$ cat config.mk
export PLATFORM = sky130hd
export DESIGN_NAME = frame_mem_arbiter
export DESIGN_NICKNAME = d
export VERILOG_FILES = /design/src/rtl/frame_mem_arbiter.sv
export SDC_FILE = /design/constraint.sdc
export NUM_CORES = 1
export LEC_CHECK = 0
export CAP_MARGIN = 20
export CORE_AREA = 2 2 78 80
export DETAILED_ROUTE_END_ITERATION = 12
export DIE_AREA = 0 0 80 82
export PLACE_DENSITY_LB_ADDON = 0.05
export SYNTH_ARGS = -nofsm -noshare
export SYNTH_HDL_FRONTEND = slang
export SYNTH_SLANG_ARGS = --single-unit
$ cat constraint.sdc
create_clock -name CLOCK_50 -period 4.7 [get_ports CLOCK_50]
set_input_delay 0.94 -clock CLOCK_50 [delete_from_list [all_inputs] [get_ports CLOCK_50]]
set_output_delay 0.94 -clock CLOCK_50 [all_outputs]
set_load 0.005 [all_outputs]
$ cat src/rtl/frame_mem_arbiter.sv
// rtl/frame_mem_arbiter.sv - frame memory arbiter: video scan reads interleaved with two round-robin writers
// Optional build macro FRAME_MEM_VBLANK_WRITE_EN: when defined, writes are granted only during vertical blanking.
module frame_mem_arbiter #(
   parameter int unsigned WIDTH  = 640,
   parameter int unsigned HEIGHT = 480,
   parameter int unsigned DATA_W = 8,
   parameter int unsigned ADDR_W = 15
) (
   input  logic              CLOCK_50,
   input  logic              reset,
   input  logic [9:0]        x,
   input  logic [8:0]        y,
   output logic [DATA_W-1:0] rd_data,
   input  logic              w0_req,
   input  logic              w1_req,
   input  logic [ADDR_W-1:0] w0_addr,
   input  logic [ADDR_W-1:0] w1_addr,
   input  logic [DATA_W-1:0] w0_data,
   input  logic [DATA_W-1:0] w1_data,
   output logic              w0_gnt,
   output logic              w1_gnt,
   output logic [ADDR_W-1:0] mem_addr,
   output logic [DATA_W-1:0] mem_wdata,
   output logic              mem_we,
   input  logic [DATA_W-1:0] mem_rdata
);

   localparam int unsigned LINE_WORDS = WIDTH / 4;
   localparam int unsigned MEM_WORDS  = (WIDTH / 4) * (HEIGHT / 4);

   logic              phase_q;
   logic              last_q;      // writer granted most recently
   logic              rd_v1_q, rd_a1_q;
   logic              rd_v2_q, rd_a2_q;
   logic [DATA_W-1:0] rd_data_q;
   logic [ADDR_W-1:0] mem_addr_q;
   logic [DATA_W-1:0] mem_wdata_q;
   logic              mem_we_q;
   logic              w0_gnt_q, w1_gnt_q;

   logic              active;
   logic              write_slot;
   logic              write_ok;
   logic              any_req;
   logic              sel;
   logic [ADDR_W-1:0] sel_addr;
   logic [DATA_W-1:0] sel_data;
   logic              addr_ok;
   logic [ADDR_W-1:0] rd_addr;

   // Scan address (y/4)*LINE_WORDS + x/4 built from shifted partial products of the constant
   always_comb begin
      rd_addr = ADDR_W'(x >> 2);
      for (int b = 0; b < 32; b++) begin
         if (LINE_WORDS[b]) begin
            rd_addr = rd_addr + (ADDR_W'(y >> 2) << b);
         end
      end
   end

   // Slot classification and writer selection from the current x,y and requests
   always_comb begin
      active     = (32'(x) < WIDTH) && (32'(y) < HEIGHT);
      write_slot = phase_q || !active;
`ifdef FRAME_MEM_VBLANK_WRITE_EN
      write_ok   = write_slot && (32'(y) >= HEIGHT);
`else
      write_ok   = write_slot;
`endif
      any_req    = w0_req || w1_req;
      sel        = (w0_req && w1_req) ? ~last_q : ~w0_req;
      sel_addr   = sel ? w1_addr : w0_addr;
      sel_data   = sel ? w1_data : w0_data;
      addr_ok    = 32'(sel_addr) < MEM_WORDS;
   end

   // Phase toggle, read pipeline, write arbitration and registered memory port
   always_ff @(posedge CLOCK_50) begin
      if (reset) begin
         phase_q     <= 1'b0;
         last_q      <= 1'b1;
         rd_v1_q     <= 1'b0;
         rd_a1_q     <= 1'b0;
         rd_v2_q     <= 1'b0;
         rd_a2_q     <= 1'b0;
         rd_data_q   <= '0;
         mem_addr_q  <= '0;
         mem_wdata_q <= '0;
         mem_we_q    <= 1'b0;
         w0_gnt_q    <= 1'b0;
         w1_gnt_q    <= 1'b0;
      end else begin
         phase_q  <= ~phase_q;
         // every phase-0 slot completes two edges later: RAM data when active, zero in blanking
         rd_v1_q  <= ~phase_q;
         rd_a1_q  <= active;
         rd_v2_q  <= rd_v1_q;
         rd_a2_q  <= rd_a1_q;
         if (rd_v2_q) begin
            rd_data_q <= rd_a2_q ? mem_rdata : '0;
         end
         w0_gnt_q <= 1'b0;
         w1_gnt_q <= 1'b0;
         mem_we_q <= 1'b0;
         if (!write_slot) begin
            mem_addr_q <= rd_addr;
         end else if (write_ok && any_req) begin
            w0_gnt_q <= ~sel;
            w1_gnt_q <= sel;
            last_q   <= sel;
            // out-of-range writes are acknowledged but never reach the RAM
            if (addr_ok) begin
               mem_addr_q  <= sel_addr;
               mem_wdata_q <= sel_data;
               mem_we_q    <= 1'b1;
            end
         end
      end
   end

   assign rd_data   = rd_data_q;
   assign mem_addr  = mem_addr_q;
   assign mem_wdata = mem_wdata_q;
   assign mem_we    = mem_we_q;
   assign w0_gnt    = w0_gnt_q;
   assign w1_gnt    = w1_gnt_q;

endmodule

==> summary.log <==
qor: die.chipWidth 80 um
qor: logic_synthesis.synth_seq_cells 39
qor: sta.report.final.slew_viol_count 0
qor: setup_path.critical_path_end_type flop
qor: setup_path.cpLargestDelayFamily adder cells
qor: clocking.worst_setup_hold_path_clk_slew 80 ps
qor: finish.diodes 0
qor: clocking.holdBufCountCts 0
qor: clocking.cts-resized-gates 0
qor: drt.wl 5999 um
qor: clocking.post_cts_buffers 0
qor: die.die_area 0.006560 sq mm
qor: sta.setup-tns-final 0 ps
qor: finish.area.growth.synth_to_final 55.21%
qor: die.core_outline_area 0.005746 sq mm
qor: drt.drc 0
qor: finish.nets 464
qor: placed_design.globalplace.congestion 0.8414
qor: logic_synthesis.netlist-cell-type-count 42
qor: placed_design.hpwlAfterDp 4567 um
qor: drt.drtIter0Drc 42
qor: logic_synthesis.synth_commonest_cells sky130_fd_sc_hd__nand2_1, sky130_fd_sc_hd__dfxtp_1, sky130_fd_sc_hd__nor2_1, sky130_fd_sc_hd__a21oi_1
qor: die.die_height 82 um
qor: finish.ratio_of_cells_with_drive_above_1_in_the_final_layout 5.362%
qor: setup_path.critPathBufInv 3
qor: clocking.tritoncts.num_buffers 5
qor: drt.firstDrtPassIters 4
qor: sta.finalSetupViolations 0
qor: logic_synthesis.synth.most_common_cell sky130_fd_sc_hd__nand2_1
qor: job.max-cap-violations 0
qor: setup_path.worst_ep_required_time 4850 ps
qor: placed_design.numPortBuffers 106
qor: setup_path.setup_crit_start_kind input port
qor: sta.timing.final.crit_period 3318 ps
qor: logic_synthesis.synth_largest_type_area_fraction 35.52%
qor: global_route.grt.total_usage 18.28%
qor: setup_path.startpoint y[2]
qor: power_and_ir_drop.power-per-cell-area 291.3 mW/mm^2
qor: logic_synthesis.post_synth_inst_count 273
qor: clocking.ctsHtreeMaxLevel 2
qor: die.start_util 38.26%
qor: logic_synthesis.synth_async_sr_flop_share 0%
qor: clocking.cts_tree yes
qor: drt.vias_per_cell 4.926
qor: run_status.outcome complete, no violations
qor: setup_path.cp_cell_sequence clkdlybuf4s50_1, inv_1, fa_1, inv_1, fa_1, a211oi_1, nor2_1, o21a_1, o21a_1, o211ai_1, a21oi_1
qor: logic_synthesis.synthesis.area 0.002198 sq mm
qor: power_and_ir_drop.power.total 0.9940 mW
qor: sta.hold_viol_final 0
qor: sta.clock.fmax 301.4 MHz
qor: global_route.grt.overflow.total 0
qor: sta.rsz0062_at_grt no
qor: logic_synthesis.largest_cells_by_area_after_synthesis sky130_fd_sc_hd__dfxtp_1, sky130_fd_sc_hd__nand2_1, sky130_fd_sc_hd__ha_1
qor: logic_synthesis.synth_warnings 0
qor: worst_hold_path.timing.hold.worst.start rd_a1_q
qor: logic_synthesis.synth_top_area_cell sky130_fd_sc_hd__dfxtp_1
qor: global_route.largest_net_degree_at_the_start_of_global_routing 26
qor: logic_synthesis.synth_enable_flop_cells 0
qor: setup_path.cp_slowest_cell sky130_fd_sc_hd__fa_1
qor: clocking.worst_case_clock_buffer_depth 2
qor: sta.tightest_slew 968.9 ps
qor: logic_synthesis.avgSynthCellArea 8.053 sq um
qor: logic_synthesis.synth_top_flop_cell sky130_fd_sc_hd__dfxtp_1
qor: sta.ratio_of_final_minimum_period_to_clock_period 70.60%
qor: logic_synthesis.mappedNetlistNets 365
qor: global_route.grt_antenna_before_repair 0
qor: power_and_ir_drop.power_leakage 1.351 nW
qor: die.placement_rows 28
qor: setup_path.critical_path_arrival 3470 ps
qor: setup_path.timing.critical_path.fanout_max 3
qor: sta.timing.clock.skew 6.604 ps
qor: global_route.via_count_of_the_first_global_routing_pass 2,018
qor: die.top_level_ports 111
qor: setup_path.worst_path_largest_cell_delay 520 ps
qor: drt.routedWlPerCell 13.39 um
qor: sta.maxSlewHeadroom 35.41%
qor: clocking.clk_root_buffer_cell sky130_fd_sc_hd__clkbuf_8
qor: clocking.count_of_clock_tree_sinks 39
qor: power_and_ir_drop.highest_ir_drop_seen_on_vdd 131.8 uV
qor: worst_hold_path.hold_path.class reg -> reg
qor: logic_synthesis.yosysSeqAreaShare 35.52%
qor: drt.drt.antenna.violating_nets 0
qor: clocking.insertion_delay 290 ps
qor: setup_path.worst_r2r_startpoint last_q
qor: global_route.first_pass_grt_wire_length 9321 um
qor: drt.routed-via-count 2,207
qor: setup_path.critPathKind in -> reg
-- metrics by stage --
stage	util [%]	setup WS, ps	hold WS, ps	instances	cell area, sq um
detailed placement	57.01	1060	432.4	440	3276
global route	59.39	1197	465.5	448	3412
floorplan	-	1721	413.8	273	2198
finish	59.39	1382	447.8	448	3412
global placement	57.01	1071	421.9	440	3276
CTS	59.39	1369	448.3	448	3412
-- power by group --
part	internal [mW]	leakage [nW]	switching, mW
logic	0.165	0.965	0.119
clock network	0.212	0.0644	0.125
registers	0.359	0.321	0.0146
total	0.735	1.35	0.259
-- sequential cells by signal, indices dropped and copies added (netlist names) --
register	cells
rd_a2_q	1
rd_data	8
mem_we	1
w1_gnt	1
rd_a1_q	1
last_q	1
mem_addr	15
rd_v2_q	1
rd_v1_q	1
mem_wdata	8
w0_gnt	1
-- kinds of logic after synthesis --
group,after synthesis,synth area share (%)
fa+ha+maj,15,9.221
xor+xnor,5,1.992
simple gates,125,25.27
flops,39,35.52
mux,2,0.9675
compound gates,64,21.29
buf+inv,23,5.748
-- worst reg2reg max path: stages, from the launching register on --
cell and delay, ps:
sky130_fd_sc_hd__dfxtp_1 320, sky130_fd_sc_hd__nand2b_4 140, sky130_fd_sc_hd__and3_4 190, sky130_fd_sc_hd__a221oi_4 820, sky130_fd_sc_hd__and2_4 400, sky130_fd_sc_hd__nor2_1 70
sky130_fd_sc_hd__a311oi_1 260
-- path summary, 6_finish.rpt --
kind,endpoint,slack [ps],cells past startpoint
hold reg to reg,rd_a2_q,450,1
setup / recovery,mem_addr[14],1380,11
setup reg to reg,mem_wdata[0],2410,6
hold / removal,rd_a2_q,450,1
-- per-layer routing --
| layer | part of all wire (%) | GRT usage (%) | vias up |
|---|---|---|---|
| met4 | 1.0 | 5.085 | 0 |
| li1 | - | - | 1144 |
| met5 | 0 | 0 | - |
| met2 | 51 | 33.83 | 59 |
| met1 | 43 | 21.55 | 998 |
| met3 | 5.1 | 3.407 | 6 |
-- layout by cell type, fill, tap and decap left out, types with 2 or more instances in the layout --
cell type	netlist	routed
sky130_fd_sc_hd__a211oi_1	3	3
sky130_fd_sc_hd__a21oi_1	25	25
sky130_fd_sc_hd__a311o_1	8	8
sky130_fd_sc_hd__a311oi_1	8	8
sky130_fd_sc_hd__and2_1	2	2
sky130_fd_sc_hd__buf_4	1	4
sky130_fd_sc_hd__bufinv_16	0	2
sky130_fd_sc_hd__clkbuf_8	0	5
sky130_fd_sc_hd__clkdlybuf4s50_1	0	106
sky130_fd_sc_hd__dfxtp_1	39	39
sky130_fd_sc_hd__fa_1	2	2
sky130_fd_sc_hd__ha_1	13	13
sky130_fd_sc_hd__inv_1	5	5
sky130_fd_sc_hd__nand2_1	58	58
sky130_fd_sc_hd__nand3_1	7	7
sky130_fd_sc_hd__nor2_1	34	34
sky130_fd_sc_hd__nor2b_1	13	13
sky130_fd_sc_hd__nor3_1	2	2
sky130_fd_sc_hd__o211ai_1	5	5
sky130_fd_sc_hd__o21a_1	3	3
sky130_fd_sc_hd__o21ai_0	4	4
sky130_fd_sc_hd__o22ai_1	2	2
sky130_fd_sc_hd__or3_1	2	2
sky130_fd_sc_hd__xnor2_1	3	3
sky130_fd_sc_hd__xor2_1	2	2
-- final cells by class --
| type | instances | area [sq um] |
|---|---|---|
| sequential | 39 | 780.7 |
| inverter | 5 | 18.77 |
| clock inverter | 3 | 67.56 |
| fill | 572 | 2333 |
| clock buffer | 5 | 68.82 |
| timing repair buffer | 110 | 1091 |
| multi-input combinational | 211 | 1291 |
| tap | 75 | 93.84 |
(Power assumes the default switching activity.)
